--- config.mk ---
export PLATFORM = sky130hd
export DESIGN_NAME = encoder_block_scheduler
export DESIGN_NICKNAME = d
export VERILOG_FILES = /design/src/rtl/encoder_block_scheduler_pkg.sv /design/src/rtl/encoder_block_scheduler_byte_serializer.sv /design/src/rtl/encoder_block_scheduler.sv
export SDC_FILE = /design/constraint.sdc
export NUM_CORES = 1
export LEC_CHECK = 0
export ABC_AREA = 1
export CELL_PAD_IN_SITES_DETAIL_PLACEMENT = 0
export CELL_PAD_IN_SITES_GLOBAL_PLACEMENT = 2
export CORE_MARGIN = 5
export CORE_UTILIZATION = 30
export DETAILED_ROUTE_END_ITERATION = 8
export PLACE_DENSITY = 0.85
export SYNTH_ARGS = -nofsm -noshare
export SYNTH_HDL_FRONTEND = slang
export SYNTH_HIERARCHICAL = 1
export SYNTH_SLANG_ARGS = --single-unit
export TNS_END_PERCENT = 30
--- constraint.sdc ---
create_clock -name clock -period 2.2 [get_ports clock]
set_input_delay 0.33 -clock clock [delete_from_list [all_inputs] [get_ports clock]]
set_output_delay 0.33 -clock clock [all_outputs]
set_load 0.05 [all_outputs]
--- src/rtl/encoder_block_scheduler_pkg.sv ---
// Shared types and constants for the encoder block scheduler: the FSM state
// encoding, default code-block sizes and the byte counts derived from them.
package encoder_block_scheduler_pkg;

  typedef enum logic [2:0] {
    ST_IDLE  = 3'd0,
    ST_LOAD  = 3'd1,
    ST_SHIFT = 3'd2,
    ST_TAIL  = 3'd3,
    ST_DONE  = 3'd4
  } sched_state_t;

  localparam int K_SMALL_DEFAULT = 1056;
  localparam int K_LARGE_DEFAULT = 6144;
  localparam int BYTES_SMALL     = K_SMALL_DEFAULT / 8;  // 132
  localparam int BYTES_LARGE     = K_LARGE_DEFAULT / 8;  // 768
  localparam int BYTE_CNT_W      = 10;

  function automatic logic [BYTE_CNT_W-1:0] bytes_per_block(input int k_bits);
    return BYTE_CNT_W'(k_bits / 8);
  endfunction

endpackage

--- src/rtl/encoder_block_scheduler_byte_serializer.sv ---
// Byte-to-bit serializer: 8-bit MSB-first shift register, 3-bit bit counter
// and a flag marking the final byte of the block.
module sched_byte_serializer (
  input  logic       clock,
  input  logic       aclr,
  input  logic       load,
  input  logic [7:0] load_byte,
  input  logic       load_last,
  input  logic       advance,
  output logic       bit_out,
  output logic       last_out,
  output logic       final_bit
);

  logic [7:0] shift_reg, shift_next;
  logic [2:0] bit_cnt_reg, bit_cnt_next;
  logic       last_reg, last_next;
  logic [7:0] shifted;

  genvar gi;
  assign shifted[0] = 1'b0;
  for (gi = 1; gi < 8; gi++) begin : g_shift
    assign shifted[gi] = shift_reg[gi-1];
  end

  always_comb begin
    shift_next   = shift_reg;
    bit_cnt_next = bit_cnt_reg;
    last_next    = last_reg;
    if (load) begin
      shift_next   = load_byte;
      bit_cnt_next = 3'd0;
      last_next    = load_last;
    end else if (advance) begin
      shift_next   = shifted;
      bit_cnt_next = bit_cnt_reg + 3'd1;
    end
  end

  always_ff @(posedge clock) begin
    if (aclr) begin
      shift_reg   <= 8'd0;
      bit_cnt_reg <= 3'd0;
      last_reg    <= 1'b0;
    end else begin
      shift_reg   <= shift_next;
      bit_cnt_reg <= bit_cnt_next;
      last_reg    <= last_next;
    end
  end

  assign bit_out   = shift_reg[7];
  assign last_out  = last_reg;
  assign final_bit = (bit_cnt_reg == 3'd7);

endmodule

--- src/rtl/encoder_block_scheduler.sv ---
// Feeds one code block (K_SMALL or K_LARGE bits) MSB-first to a serial encoder,
// then waits out trellis termination. Optional SCHED_BLOCK_CNT_EN adds a block counter.
module encoder_block_scheduler
  import encoder_block_scheduler_pkg::*;
#(
  parameter int K_SMALL = K_SMALL_DEFAULT,
  parameter int K_LARGE = K_LARGE_DEFAULT
) (
  input  logic       clock,
  input  logic       aclr,
  input  logic       cfg_start,
  input  logic       cfg_size_sel,
  output logic       cfg_ready,
  input  logic [7:0] byte_in,
  input  logic       byte_valid,
  output logic       byte_ready,
  output logic       enc_bits_in,
  output logic       enc_bits_in_valid,
  output logic       enc_in_last_bits,
  input  logic       enc_bits_in_ready,
  input  logic       enc_tail,
  output logic       block_done,
  output logic       busy
`ifdef SCHED_BLOCK_CNT_EN
  ,
  output logic [15:0] blocks_done_cnt
`endif
);

  localparam logic [BYTE_CNT_W-1:0] SMALL_BYTES = bytes_per_block(K_SMALL);
  localparam logic [BYTE_CNT_W-1:0] LARGE_BYTES = bytes_per_block(K_LARGE);

  sched_state_t            state_reg, state_next;
  logic [BYTE_CNT_W-1:0]   byte_cnt_reg, byte_cnt_next;
  logic                    tail_seen_reg, tail_seen_next;
  logic                    ser_load, ser_advance, ser_bit, ser_last, ser_final_bit;

  sched_byte_serializer u_serializer (
    .clock     (clock),
    .aclr      (aclr),
    .load      (ser_load),
    .load_byte (byte_in),
    .load_last (byte_cnt_reg == BYTE_CNT_W'(1)),
    .advance   (ser_advance),
    .bit_out   (ser_bit),
    .last_out  (ser_last),
    .final_bit (ser_final_bit)
  );

  always_comb begin
    state_next     = state_reg;
    byte_cnt_next  = byte_cnt_reg;
    tail_seen_next = tail_seen_reg;
    ser_load       = 1'b0;
    ser_advance    = 1'b0;
    case (state_reg)
      ST_IDLE: begin
        if (cfg_start) begin
          byte_cnt_next  = cfg_size_sel ? LARGE_BYTES : SMALL_BYTES;
          tail_seen_next = 1'b0;
          state_next     = ST_LOAD;
        end
      end
      ST_LOAD: begin
        if (byte_valid) begin
          ser_load      = 1'b1;
          byte_cnt_next = byte_cnt_reg - BYTE_CNT_W'(1);
          state_next    = ST_SHIFT;
        end
      end
      ST_SHIFT: begin
        if (enc_bits_in_ready) begin
          ser_advance = 1'b1;
          if (ser_final_bit) begin
            state_next = (byte_cnt_reg != '0) ? ST_LOAD : ST_TAIL;
          end
        end
      end
      ST_TAIL: begin
        // Completion needs an observed rise of enc_tail followed by its fall.
        if (enc_tail) begin
          tail_seen_next = 1'b1;
        end else if (tail_seen_reg) begin
          state_next = ST_DONE;
        end
      end
      ST_DONE: begin
        tail_seen_next = 1'b0;
        state_next     = ST_IDLE;
      end
      default: state_next = ST_IDLE;
    endcase
  end

  always_ff @(posedge clock) begin
    if (aclr) begin
      state_reg     <= ST_IDLE;
      byte_cnt_reg  <= '0;
      tail_seen_reg <= 1'b0;
    end else begin
      state_reg     <= state_next;
      byte_cnt_reg  <= byte_cnt_next;
      tail_seen_reg <= tail_seen_next;
    end
  end

  assign cfg_ready         = (state_reg == ST_IDLE);
  assign busy              = (state_reg != ST_IDLE);
  assign byte_ready        = (state_reg == ST_LOAD);
  assign enc_bits_in_valid = (state_reg == ST_SHIFT);
  assign enc_bits_in       = (state_reg == ST_SHIFT) & ser_bit;
  assign enc_in_last_bits  = (state_reg == ST_SHIFT) & ser_last;
  assign block_done        = (state_reg == ST_DONE);

`ifdef SCHED_BLOCK_CNT_EN
  logic [15:0] blocks_done_cnt_reg;

  always_ff @(posedge clock) begin
    if (aclr) begin
      blocks_done_cnt_reg <= 16'd0;
    end else if (block_done) begin
      blocks_done_cnt_reg <= blocks_done_cnt_reg + 16'd1;
    end
  end

  assign blocks_done_cnt = blocks_done_cnt_reg;
`endif

endmodule

==> run summary, run 1 <==
The run finished with clean final reports. The largest voltage drop on the vdd net was 0.400 mV; the combined global-route utilization of all metal layers was 11.6%. Summing the areas of all compound-gate instances in the mapped netlist gives 6.92% of the synthesized area.

The remaining max-slew budget at the tightest pin was 65.6%; the worst reg-to-reg path cell count was 8. Synthesis produced 230 cells. No sink is reached through more buffers than the 2 on the longest clock path.

Summing the areas of all and, or, nand and nor instances in the mapped netlist gives 41.6% of the synthesized area. The final count of hold timing violations was 0; the largest fanout on the critical path was 6. The overall die area is 6310 um^2. Once detailed placement completed, the half-perimeter wirelength came to 2670 um. The count of cells along the worst hold path was 2; the number of max-cap violations was 0. In this run the tool buffered the top-level ports with 21 buffer cells. The logs give 1333 for the via count of the first global-routing pass and 14.7% for the routing usage on met1.

The total area inside the core boundary comes to 4690 um^2. At the end of the flow, the number of nets in the layout was 277. At the pin with the least slew margin, the transition time is 0.515 ns. The first global-routing pass estimated 5890 um of wire. For met3 alone, demand over resource in global routing was 2.60%. Across all hold checks on the routed design, the worst slack comes to 0.464 ns. The detail route stage leaves a number of antenna-violating nets equal to 0.

The first routing iteration left 28 violations. The layer with the highest usage was met2. TritonCTS built the clock tree. CTS saw 26 sinks. The total number of yosys warnings came out at 6. The average instance area after synthesis works out to 6.29 um^2.

TritonCTS created 3 clock buffers. In the routed design, unresolved DRC markers number 0. The synthesized netlist net count is 249, and the fraction of post-synthesis cell area in the top cell type by area is 36.0%. Compared with the post-synthesis result, the final layout area differs by 23.3%.

The number of flip-flops under the largest register name is 10, and the max-slew violation count is 0. STA classifies the critical path endpoint as an output port. The routed layout has 1406 vias. Setup repair after global routing left no endpoint under its margin. The logs give 0.00290 ns for the clock skew and 0.878 nW for the reported leakage power.

The number of antenna diodes is 0, and the number of primary I/O pins is 22. The die is 79.4 um tall. After global routing the overflow that remains totals 0.

The top cell types in the final layout, fill and taps aside, are nand2_1, inv_1, nor2_1, dfxtp_1, nand3_1. Post-CTS repair changed the size of 0 cells. After detailed routing, the total wire length is 3410 um. The clock transition at the register clock pins on the worst setup and hold paths after CTS came out at 0.09 ns. The final setup violation count was 0. The area of the mapped netlist is 1450 um^2. The setup fix buffers added after clock tree synthesis was 0; the multiplexer share of the synthesized area was 0%. The number of different library cells in the post-synthesis netlist was 22. The later pin in the worst-skew pair is clocked with a latency of 0.27 ns. Post-synthesis share of cell area spent on xor and xnor gates: 1.21%. The synthesized design contains 26 register bits. The routed design could run at a clock period as short as 2.04 ns. The first-pass iteration count of the detailed router came out at 4. The run gives 1 as the depth of the CTS H-tree.

Entering global routing, the biggest net connects 15 pins. Sorting the synthesized cells by area gives the leading types as dfxtp_1, nand2_1, inv_1. The effective utilization at floorplan is 30.8%.

For this run, the register share of the synthesized area comes to 36.0%. Global routing consumed, on the met2 layer, 20.1% of the routing resources. In this run the core area contains 25 standard-cell rows.

Total power for the finished layout comes to 2.41 mW. The number of filler instances in the final layout was 538; the post-synthesis share of cell area spent on full adders, half adders and majority gates was 3.46%. The floorplan step set the die width to 79.4 um.

After detailed routing, the number of vias per cell comes to 4.52. Leaving out fill and tap cells, the most frequent cell in the layout is nand2_1. After synthesis, the largest family of logic cells by area is simple AND/OR/NAND/NOR gates. Of the available clock period, the critical path in the final layout requires 92.8%. For the number of antenna violations at the first check in global routing, the log shows 0. By startpoint and endpoint, the worst setup path is classified as register to output port. In the final layout, the share of cells above drive strength 1 is 8.95%. At the worst endpoint, the required time is 1.87 ns. Dividing the detail-routed wire length by the instance count gives 11.0 um. For the final routed database, the setup TNS stands at 0 ns.

Power spread over the standard cell area amounts to 1350 nW/um^2. After clock tree synthesis, the flow added hold-fix buffers numbering 0. Derived from the worst setup path, the maximum achievable clock frequency is 490 MHz.

The tools report the buffer type at the clock tree root as clkbuf_8. The number of non-filler instances in the completed layout is 311. The cell accounting for the most synthesized area is dfxtp_1. Data on the critical path arrives at its endpoint at 1.71 ns. The worst min-delay path category was register to register. The critical path launch point type was a register. Number of cells after detailed placement: 307. The tools report the routability-driven placement congestion ratio as 0.738.
-- stage by stage --
stage / worst slack (ns) / util (%) / cell area, um^2
3_5_place_dp: 0.372 / 36.8 / 1730
3_3_place_gp: 0.401 / 36.8 / 1730
5_1_grt: 0.0283 / 38.0 / 1780
2_1_floorplan: 0.386 / - / 1450
4_1_cts: 0.0558 / 37.9 / 1780
6_report: 0.158 / 38.0 / 1780
-- per-layer routing --
layer	up-vias	part of all wire [%]
met5	-	0
met4	0	0.44
met3	2	3.4
met2	17	48
met1	620	49
li1	767	-
-- path summary, 6_finish.rpt --
path | slack [ns] | from | endpoint
setup / recovery | 0.16 | state_reg[2]$_SDFFE_PP0P_ | block_done
hold / removal | 0.46 | tail_seen_reg$_SDFFE_PP0P_ | tail_seen_reg$_SDFFE_PP0P_
setup reg to reg | 0.70 | state_reg[2]$_SDFFE_PP0P_ | u_serializer/shift_reg[5]$_SDFFE_PP0P_
hold reg to reg | 0.46 | tail_seen_reg$_SDFFE_PP0P_ | tail_seen_reg$_SDFFE_PP0P_
-- report_power, final --
group,total [mW],switching (mW),internal (mW)
combinational,1.40,0.940,0.460
sequential,0.702,0.105,0.597
clock,0.310,0.150,0.160
-- worst max-delay path: stages, from the launching register on --
cell             delay, ns
dfxtp_1               0.36
inv_1                 0.12
nor3_1                0.14
clkdlybuf4s50_1       0.82
-- cell usage after synthesis --
master / number
nand3b_1: 1
xnor2_1: 1
nor2_4: 1
nand2_1: 70
nand3_2: 2
inv_4: 1
a21oi_1: 13
nor2_1: 33
nand4_1: 3
buf_6: 1
nor3_1: 2
o21ai_1: 2
ha_1: 4
nand2_2: 2
nor2_2: 4
xor2_1: 1
inv_1: 34
inv_2: 1
o21ai_0: 5
buf_4: 1
nand3_1: 22
dfxtp_1: 26
-- area by class of cell --
cell class / count / area, um^2 / area share, %
Clock buffer: 4 / 55.1 / 3.09
Timing Repair Buffer: 25 / 233 / 13.1
Inverter: 36 / 138 / 7.72
Sequential cell: 26 / 520 / 29.2
Tap cell: 54 / 67.6 / 3.79
Multi-Input combinational cell: 166 / 769 / 43.2
-- cells by family after synthesis --
group,after synthesis
fa+ha+maj,4
flops,26
xor+xnor,2
buf+inv,38
compound gates,20
simple gates,140
No activity file was read; power rests on OpenSTA's default activity.
==> run 2, diff against run 1 <==
Settings changed: CTS_CLUSTER_DIAMETER set to 100.
==> results of run 2 <==
Final layout, timing and power as in run 1 (identical DEF).
